--- config.mk ---
export PLATFORM = sky130hd
export DESIGN_NAME = fetch_line_aligner_flat
export DESIGN_NICKNAME = d
export VERILOG_FILES = /design/src/rtl/fetch_line_aligner_if.sv /design/src/rtl/fetch_line_aligner.sv /design/src/flat_wrapper.sv
export SDC_FILE = /design/constraint.sdc
export NUM_CORES = 1
export LEC_CHECK = 0
export ABC_CLOCK_PERIOD_IN_PS = 3850
export CAP_MARGIN = 10
export CORE_MARGIN = 2
export CORE_UTILIZATION = 40
export CTS_CLUSTER_DIAMETER = 30
export DETAILED_ROUTE_END_ITERATION = 16
export GPL_TIMING_DRIVEN = 0
export MAX_ROUTING_LAYER = met4
export PLACE_DENSITY_LB_ADDON = 0.1
export SLEW_MARGIN = 10
export SYNTH_ARGS = -nofsm -noshare
export SYNTH_HDL_FRONTEND = slang
export SYNTH_SLANG_ARGS = --single-unit
--- constraint.sdc ---
create_clock -name clk -period 3.85 [get_ports clk]
set_clock_uncertainty 0.1 [all_clocks]
set_input_delay 0.77 -clock clk [delete_from_list [all_inputs] [get_ports clk]]
set_output_delay 0.77 -clock clk [all_outputs]
set_load 0.01 [all_outputs]
--- src/rtl/fetch_line_aligner_if.sv ---
// Handshake bundle between the fetch-line aligner, the I-cache line-return
// port and the instruction buffer write port.
interface fetch_line_aligner_if #(
    parameter int ADDR_WIDTH = 48,
    parameter int LINE_BYTES = 64
);
    logic                    req_valid;
    logic                    req_ready;
    logic [ADDR_WIDTH-1:0]   req_addr;
    logic                    line_valid;
    logic                    line_ready;
    logic [ADDR_WIDTH-1:0]   line_addr;
    logic [LINE_BYTES*8-1:0] line_data;
    logic                    line_err;
    logic                    out_valid;
    logic                    out_ready;
    logic [31:0]             out_data;
    logic                    out_last;
    logic                    out_err;

    modport master (
        output req_valid, req_addr, line_valid, line_addr, line_data, line_err, out_ready,
        input  req_ready, line_ready, out_valid, out_data, out_last, out_err
    );

    modport slave (
        input  req_valid, req_addr, line_valid, line_addr, line_data, line_err, out_ready,
        output req_ready, line_ready, out_valid, out_data, out_last, out_err
    );
endinterface

--- src/rtl/fetch_line_aligner.sv ---
// Splits one fetch packet, possibly spanning two cache lines, into a stream of
// 32-bit instruction words in address order.
module fetch_line_aligner #(
    parameter int ADDR_WIDTH  = 48,
    parameter int LINE_BYTES  = 64,
    parameter int FETCH_BYTES = 32
) (
    input  logic                 clk,
    input  logic                 rst_n,
    input  logic                 flush,
    fetch_line_aligner_if.slave  bus,
    output logic                 stale_drop,
    output logic                 busy
);
    localparam int NW   = FETCH_BYTES / 4;
    localparam int LW   = LINE_BYTES / 4;
    localparam int LB   = $clog2(LINE_BYTES);
    localparam int WI_W = LB - 2;
    localparam int K_W  = $clog2(NW) + 1;

    typedef enum logic [2:0] {
        IDLE    = 3'd0,
        WAIT_L0 = 3'd1,
        DRAIN_0 = 3'd2,
        WAIT_L1 = 3'd3,
        DRAIN_1 = 3'd4
    } state_t;

    state_t                  state_r;
    logic [ADDR_WIDTH-1:0]   addr_r;
    logic [LINE_BYTES*8-1:0] line_buf_r;
    logic                    line_err_r;
    logic [WI_W-1:0]         widx_r;
    logic [K_W-1:0]          k_r;
    logic                    out_valid_r;
    logic [31:0]             out_data_r;
    logic                    out_last_r;
    logic                    out_err_r;
    logic                    stale_drop_r;
    logic                    req_ready_r;
    logic                    line_ready_r;
    logic                    busy_r;

    logic [ADDR_WIDTH-1:0]   base0_s;
    logic [ADDR_WIDTH-1:0]   base1_s;
    logic [ADDR_WIDTH-1:0]   want_base_s;
    logic                    line_fire_s;
    logic                    line_hit_s;
    logic                    out_fire_s;
    logic                    line_end_s;
    logic [WI_W-1:0]         first_widx_s;
    logic [WI_W-1:0]         next_widx_s;
    logic [K_W-1:0]          k_load_s;
    logic [K_W-1:0]          k_next_s;

    function automatic logic [31:0] word_of(input logic [LINE_BYTES*8-1:0] data,
                                            input logic [WI_W-1:0]         idx,
                                            input logic                    err);
        if (err) begin
            word_of = 32'd0;
        end else begin
            word_of = data[{idx, 5'b00000} +: 32];
        end
    endfunction

    assign base0_s      = addr_r & ~ADDR_WIDTH'(LINE_BYTES - 1);
    assign base1_s      = base0_s + ADDR_WIDTH'(LINE_BYTES);
    assign want_base_s  = (state_r == WAIT_L1) ? base1_s : base0_s;
    assign line_fire_s  = bus.line_valid & line_ready_r;
    assign line_hit_s   = line_fire_s & ((state_r == WAIT_L0) | (state_r == WAIT_L1))
                          & (bus.line_addr == want_base_s);
    assign out_fire_s   = out_valid_r & bus.out_ready;
    // Line 0 ends either at the packet's last word or at the line boundary (crossing case).
    assign line_end_s   = out_last_r | (widx_r == WI_W'(LW - 1));
    assign first_widx_s = (state_r == WAIT_L1) ? WI_W'(0) : addr_r[LB-1:2];
    assign next_widx_s  = widx_r + WI_W'(1);
    assign k_load_s     = (state_r == WAIT_L0) ? K_W'(0) : k_r;
    assign k_next_s     = k_r + K_W'(1);

    // Packet sequencer: request latch, line capture and word emission.
    always_ff @(posedge clk or negedge rst_n) begin
        if (!rst_n) begin
            state_r      <= IDLE;
            addr_r       <= '0;
            line_buf_r   <= '0;
            line_err_r   <= 1'b0;
            widx_r       <= '0;
            k_r          <= '0;
            out_valid_r  <= 1'b0;
            out_data_r   <= 32'd0;
            out_last_r   <= 1'b0;
            out_err_r    <= 1'b0;
            stale_drop_r <= 1'b0;
            req_ready_r  <= 1'b1;
            line_ready_r <= 1'b1;
            busy_r       <= 1'b0;
        end else begin
            stale_drop_r <= 1'b0;
            if (flush) begin
                state_r      <= IDLE;
                out_valid_r  <= 1'b0;
                out_data_r   <= 32'd0;
                out_last_r   <= 1'b0;
                out_err_r    <= 1'b0;
                req_ready_r  <= 1'b1;
                line_ready_r <= 1'b1;
                busy_r       <= 1'b0;
            end else begin
                case (state_r)
                    IDLE: begin
                        if (line_fire_s) begin
                            stale_drop_r <= 1'b1;
                        end
                        if (bus.req_valid) begin
                            addr_r      <= bus.req_addr & ~ADDR_WIDTH'(3);
                            state_r     <= WAIT_L0;
                            req_ready_r <= 1'b0;
                            busy_r      <= 1'b1;
                        end
                    end
                    WAIT_L0, WAIT_L1: begin
                        if (line_hit_s) begin
                            line_buf_r   <= bus.line_data;
                            line_err_r   <= bus.line_err;
                            widx_r       <= first_widx_s;
                            k_r          <= k_load_s;
                            out_valid_r  <= 1'b1;
                            out_data_r   <= word_of(bus.line_data, first_widx_s, bus.line_err);
                            out_err_r    <= bus.line_err;
                            out_last_r   <= (k_load_s == K_W'(NW - 1));
                            line_ready_r <= 1'b0;
                            state_r      <= (state_r == WAIT_L0) ? DRAIN_0 : DRAIN_1;
                        end else if (line_fire_s) begin
                            stale_drop_r <= 1'b1;
                        end
                    end
                    DRAIN_0, DRAIN_1: begin
                        if (out_fire_s) begin
                            if (line_end_s) begin
                                out_valid_r  <= 1'b0;
                                out_last_r   <= 1'b0;
                                out_err_r    <= 1'b0;
                                line_ready_r <= 1'b1;
                                if (out_last_r) begin
                                    state_r     <= IDLE;
                                    req_ready_r <= 1'b1;
                                    busy_r      <= 1'b0;
                                end else begin
                                    state_r <= WAIT_L1;
                                    k_r     <= k_next_s;
                                end
                            end else begin
                                widx_r     <= next_widx_s;
                                k_r        <= k_next_s;
                                out_data_r <= word_of(line_buf_r, next_widx_s, line_err_r);
                                out_last_r <= (k_next_s == K_W'(NW - 1));
                            end
                        end
                    end
                    default: begin
                        state_r      <= IDLE;
                        out_valid_r  <= 1'b0;
                        out_last_r   <= 1'b0;
                        out_err_r    <= 1'b0;
                        req_ready_r  <= 1'b1;
                        line_ready_r <= 1'b1;
                        busy_r       <= 1'b0;
                    end
                endcase
            end
        end
    end

    assign bus.req_ready  = req_ready_r;
    assign bus.line_ready = line_ready_r;
    assign bus.out_valid  = out_valid_r;
    assign bus.out_data   = out_data_r;
    assign bus.out_last   = out_last_r;
    assign bus.out_err    = out_err_r;
    assign stale_drop     = stale_drop_r;
    assign busy           = busy_r;
endmodule
--- src/flat_wrapper.sv ---
// flat-port wrapper written by rule: the top's interface ports become plain ports
module fetch_line_aligner_flat 
#(
    parameter int ADDR_WIDTH  = 48,
    parameter int LINE_BYTES  = 64,
    parameter int FETCH_BYTES = 32
)
  (clk, rst_n, flush, stale_drop, busy, bus_req_valid, bus_req_addr, bus_line_valid, bus_line_addr, bus_line_data, bus_line_err, bus_out_ready, bus_req_ready, bus_line_ready, bus_out_valid, bus_out_data, bus_out_last, bus_out_err);
  fetch_line_aligner_if #(.ADDR_WIDTH(ADDR_WIDTH), .LINE_BYTES(LINE_BYTES)) bus_i ();
  input  logic clk;
  input  logic rst_n;
  input  logic flush;
  output logic stale_drop;
  output logic busy;
  input wire logic [$bits(bus_i.req_valid)-1:0] bus_req_valid;
  input wire logic [$bits(bus_i.req_addr)-1:0] bus_req_addr;
  input wire logic [$bits(bus_i.line_valid)-1:0] bus_line_valid;
  input wire logic [$bits(bus_i.line_addr)-1:0] bus_line_addr;
  input wire logic [$bits(bus_i.line_data)-1:0] bus_line_data;
  input wire logic [$bits(bus_i.line_err)-1:0] bus_line_err;
  input wire logic [$bits(bus_i.out_ready)-1:0] bus_out_ready;
  output wire logic [$bits(bus_i.req_ready)-1:0] bus_req_ready;
  output wire logic [$bits(bus_i.line_ready)-1:0] bus_line_ready;
  output wire logic [$bits(bus_i.out_valid)-1:0] bus_out_valid;
  output wire logic [$bits(bus_i.out_data)-1:0] bus_out_data;
  output wire logic [$bits(bus_i.out_last)-1:0] bus_out_last;
  output wire logic [$bits(bus_i.out_err)-1:0] bus_out_err;
  assign bus_i.req_valid = bus_req_valid;
  assign bus_i.req_addr = bus_req_addr;
  assign bus_i.line_valid = bus_line_valid;
  assign bus_i.line_addr = bus_line_addr;
  assign bus_i.line_data = bus_line_data;
  assign bus_i.line_err = bus_line_err;
  assign bus_i.out_ready = bus_out_ready;
  assign bus_req_ready = bus_i.req_ready;
  assign bus_line_ready = bus_i.line_ready;
  assign bus_out_valid = bus_i.out_valid;
  assign bus_out_data = bus_i.out_data;
  assign bus_out_last = bus_i.out_last;
  assign bus_out_err = bus_i.out_err;
  fetch_line_aligner #(.ADDR_WIDTH(ADDR_WIDTH), .LINE_BYTES(LINE_BYTES), .FETCH_BYTES(FETCH_BYTES)) u_core (.clk(clk), .rst_n(rst_n), .flush(flush), .bus(bus_i), .stale_drop(stale_drop), .busy(busy));
endmodule
==> results_dict.tcl <==
set metrics [dict create \
    cp_common_cell "clkbuf_2" \
    dpl.hpwl_um 129000 \
    top_layer "met4" \
    async_flop_share 1.00 \
    relSlewSlack 0.125 \
    path_cells "clkbuf_1, buf_4, nand3_1, xor2_1, clkbuf_2, clkbuf_2, a211oi_1, a21oi_1, a32oi_1, nor3_4, a211o_1" \
    core_um2 85400 \
    initial_utilization 0.404 \
    wl_met2_um 78800 \
    timing.final.crit_share 1.03 \
    ir_drop_mv 0.464 \
    critPathCaptureType "flip-flop" \
    max_slew.worst_pin.slew_ps 1310 \
    grt_usage 0.384 \
    drtPass1Iterations 6 \
    dieArea_um2 88700 \
    place_congestion 0.987 \
    clk_latency_ps 740 \
    drt-total-wl_um 169000 \
    synth_area_um2 34500 \
    slew_viol_final 0 \
    synth-edff-count 0 \
    ant_nets 0 \
    drc 0 \
    met1_length_um 64400 \
    yosysSeqAreaShare 0.441 \
    ys_ff_latch 609 \
    yosys.area.top_type "dfrtp_1" \
    critical_path_class "flip-flop to flip-flop" \
    clk_pin_slew_ps 50 \
    multi_input_area_um2 18300 \
    syn-num-nets 4448 \
    hold_viol 0 \
    grt_pass1_vias 34500 \
    post_dp_cell_area_um2 42700 \
    fin_util 0.583 \
    row_count 107 \
    synth-main-ff-cell "dfrtp_1" \
    viasPerCell 5.82 \
    ys_top_cells_by_area "dfrtp_1, nand2_1, mux4_2, mux2i_1, nand3_1" \
    start_kind "flip-flop" \
    cts-root-buf "clkbuf_16" \
    die_w_um 298 \
    layout_setup_ws_ps -119 \
    nFillCells 7678 \
    vias 34600 \
    clk_path_buf_depth 3 \
    setup_viol 45 \
    fin_area_um2 49800 \
    powerDensity_nw_per_um2 700 \
    slowest_stage "xor2_1" \
    ys_types 68 \
    num_io_pins 654 \
    io_buffer_count 651 \
    fmax_ghz 0.252 \
    dr_wl_met3_um 15600 \
    cts-buffers-inserted 157 \
    antenna_found_initial 24 \
    drt_iter0_drc 4008 \
    synth_top_area_frac 0.440 \
    synth.avg_cell_area_um2 9.02 \
    yosys.cell_count.top_type "nand2_1" \
    nets 5292 \
    grt_pass1_wl_um 239000 \
    p_leak_uw 0.0235 \
    wl_per_cell_um 28.3 \
    cp_max_fo 10 \
    cts_sinks 609 \
    synth_cells 3829 \
    max_cap_viol_count 0 \
    drive_gt1_frac 0.160 \
    netlist_top_cells_count "nand2_1, dfrtp_1, mux4_2" \
    cts_tree "done" \
    grt_max_degree 108 \
    outcome "finished, violations left" \
    seq_area_um2 15200 \
    syn_to_final_growth_pct 44.3 \
    die_h_um 298 \
    hold_class "input port to async pin" \
    violations "negative setup slack" \
    cp.required_ps 4420 \
    period_minus_slack_ps 3970 \
    cts.htree.levels 4 \
    yosysWarningCount 0 \
    crit_arrival_ps 4540 \
    max_stage_delay_ps 520 \
    overflow 0 \
    regToRegSetupSlack_ps -120 \
]
## metal layers
layer / GRT usage / vias up
li1: - / 14900
met1: 0.472 / 17200
met2: 0.595 / 2065
met3: 0.0817 / 459
met4: 0.201 / 0
met5: - / -
## state kept, by name (all words and copies together), names as in the netlist, 3 cells and up
| signal | count |
|---|---|
| u_core.state_r | 3 |
| u_core.k_r | 4 |
| u_core.line_buf_r | 512 |
| u_core.bus.out_data | 32 |
| u_core.widx_r | 4 |
| u_core.addr_r | 46 |
## metrics by stage
step / setup TNS (ps) / total power (uW) / instances / hold slack (ps) / worst slack [ps]
6_report: -525 / 34900 / 5955 / 357 / -119
4_1_cts: -892 / 34400 / 5917 / 349 / -47.2
3_3_place_gp: - / 20400 / 5624 / 344 / -27010
5_1_grt: -9560 / 35800 / 5954 / 370 / -65.8
2_1_floorplan: 0 / 14800 / 3829 / 333 / 325
3_5_place_dp: -690740 / 20500 / 5632 / 350 / -1890
## where the power goes
part | switching (uW) | internal [uW]
registers | 596 | 6890
clock network | 4220 | 9400
logic | 8690 | 5070
total | 13500 | 21400
## final timing paths
path,from,end,cells past startpoint
worst max-delay path,u_core.widx_r[0],u_core.bus.out_data[8],11
worst min-delay path,rst_n,u_core.line_buf_r[275],2
worst max register to register,u_core.widx_r[0],u_core.bus.out_data[8],11
worst min register to register,u_core.line_buf_r[232],u_core.line_buf_r[232],2
max in group asynchronous,rst_n,u_core.line_buf_r[1],5
min in group clk,u_core.line_buf_r[232],u_core.line_buf_r[232],2
## area by class of cell
type | count | share of cell area
timing repair buffer | 692 | 0.142
tap | 1144 | 0.0287
antenna | 20 | 0.00100
sequential | 609 | 0.306
clock buffer | 209 | 0.0895
inverter | 10 | 0.000754
clock inverter | 68 | 0.0200
buffer | 286 | 0.0434
multi-input combinational | 2917 | 0.368
## worst max-delay path: cells and delay by family (launching register included)
kind	cells	cell delay (ps)
simple gates	2	580
flops	1	460
xor+xnor	1	520
buf+inv	4	1560
compound gates	4	660
## placed cells by master (no fill, tap or decap), types with 16 or more instances in the layout
master           count
nand2_1           1676
clkdlybuf4s50_1    650
dfrtp_1            604
mux4_2             193
clkbuf_16          166
nand3_1            143
clkbuf_1           112
mux2i_1            103
a21oi_1             78
nor2_1              67
nor2b_1             66
mux2_2              47
buf_4               46
nor3_1              39
nand2b_1            37
clkbuf_2            37
buf_6               36
a31oi_1             36
o211ai_1            35
a211oi_1            35
a211o_1             35
nor3b_1             34
a32oi_1             32
buf_8               31
o221ai_1            31
clkbuf_8            30
xor2_1              27
xnor2_1             26
clkinv_2            23
nor4_1              21
diode_2             20
bufinv_16           20
buf_2               19
nand4_1             19
clkbuf_4            16
## cells by family after synthesis
group / after synthesis / share of synthesized area
and+or+nand+nor: 2169 / 0.263
DFF: 609 / 0.441
muxes: 346 / 0.172
AOI/OAI and AO/OA: 344 / 0.0716
buffers and inverters: 303 / 0.0365
xor gates and xnor gates: 54 / 0.0137
adders and majority gates: 4 / 0.00145
## repair_timing
action	in CTS	in global routing
hold buffers	1	0
setup buffers	12	15
endpoints found under the hold margin	13	0
resized for setup	266	228
setup endpoints to repair	557	547
pin swaps	12	10
cloned	0	5
Note: power is estimated with default switching activity, not from simulation.
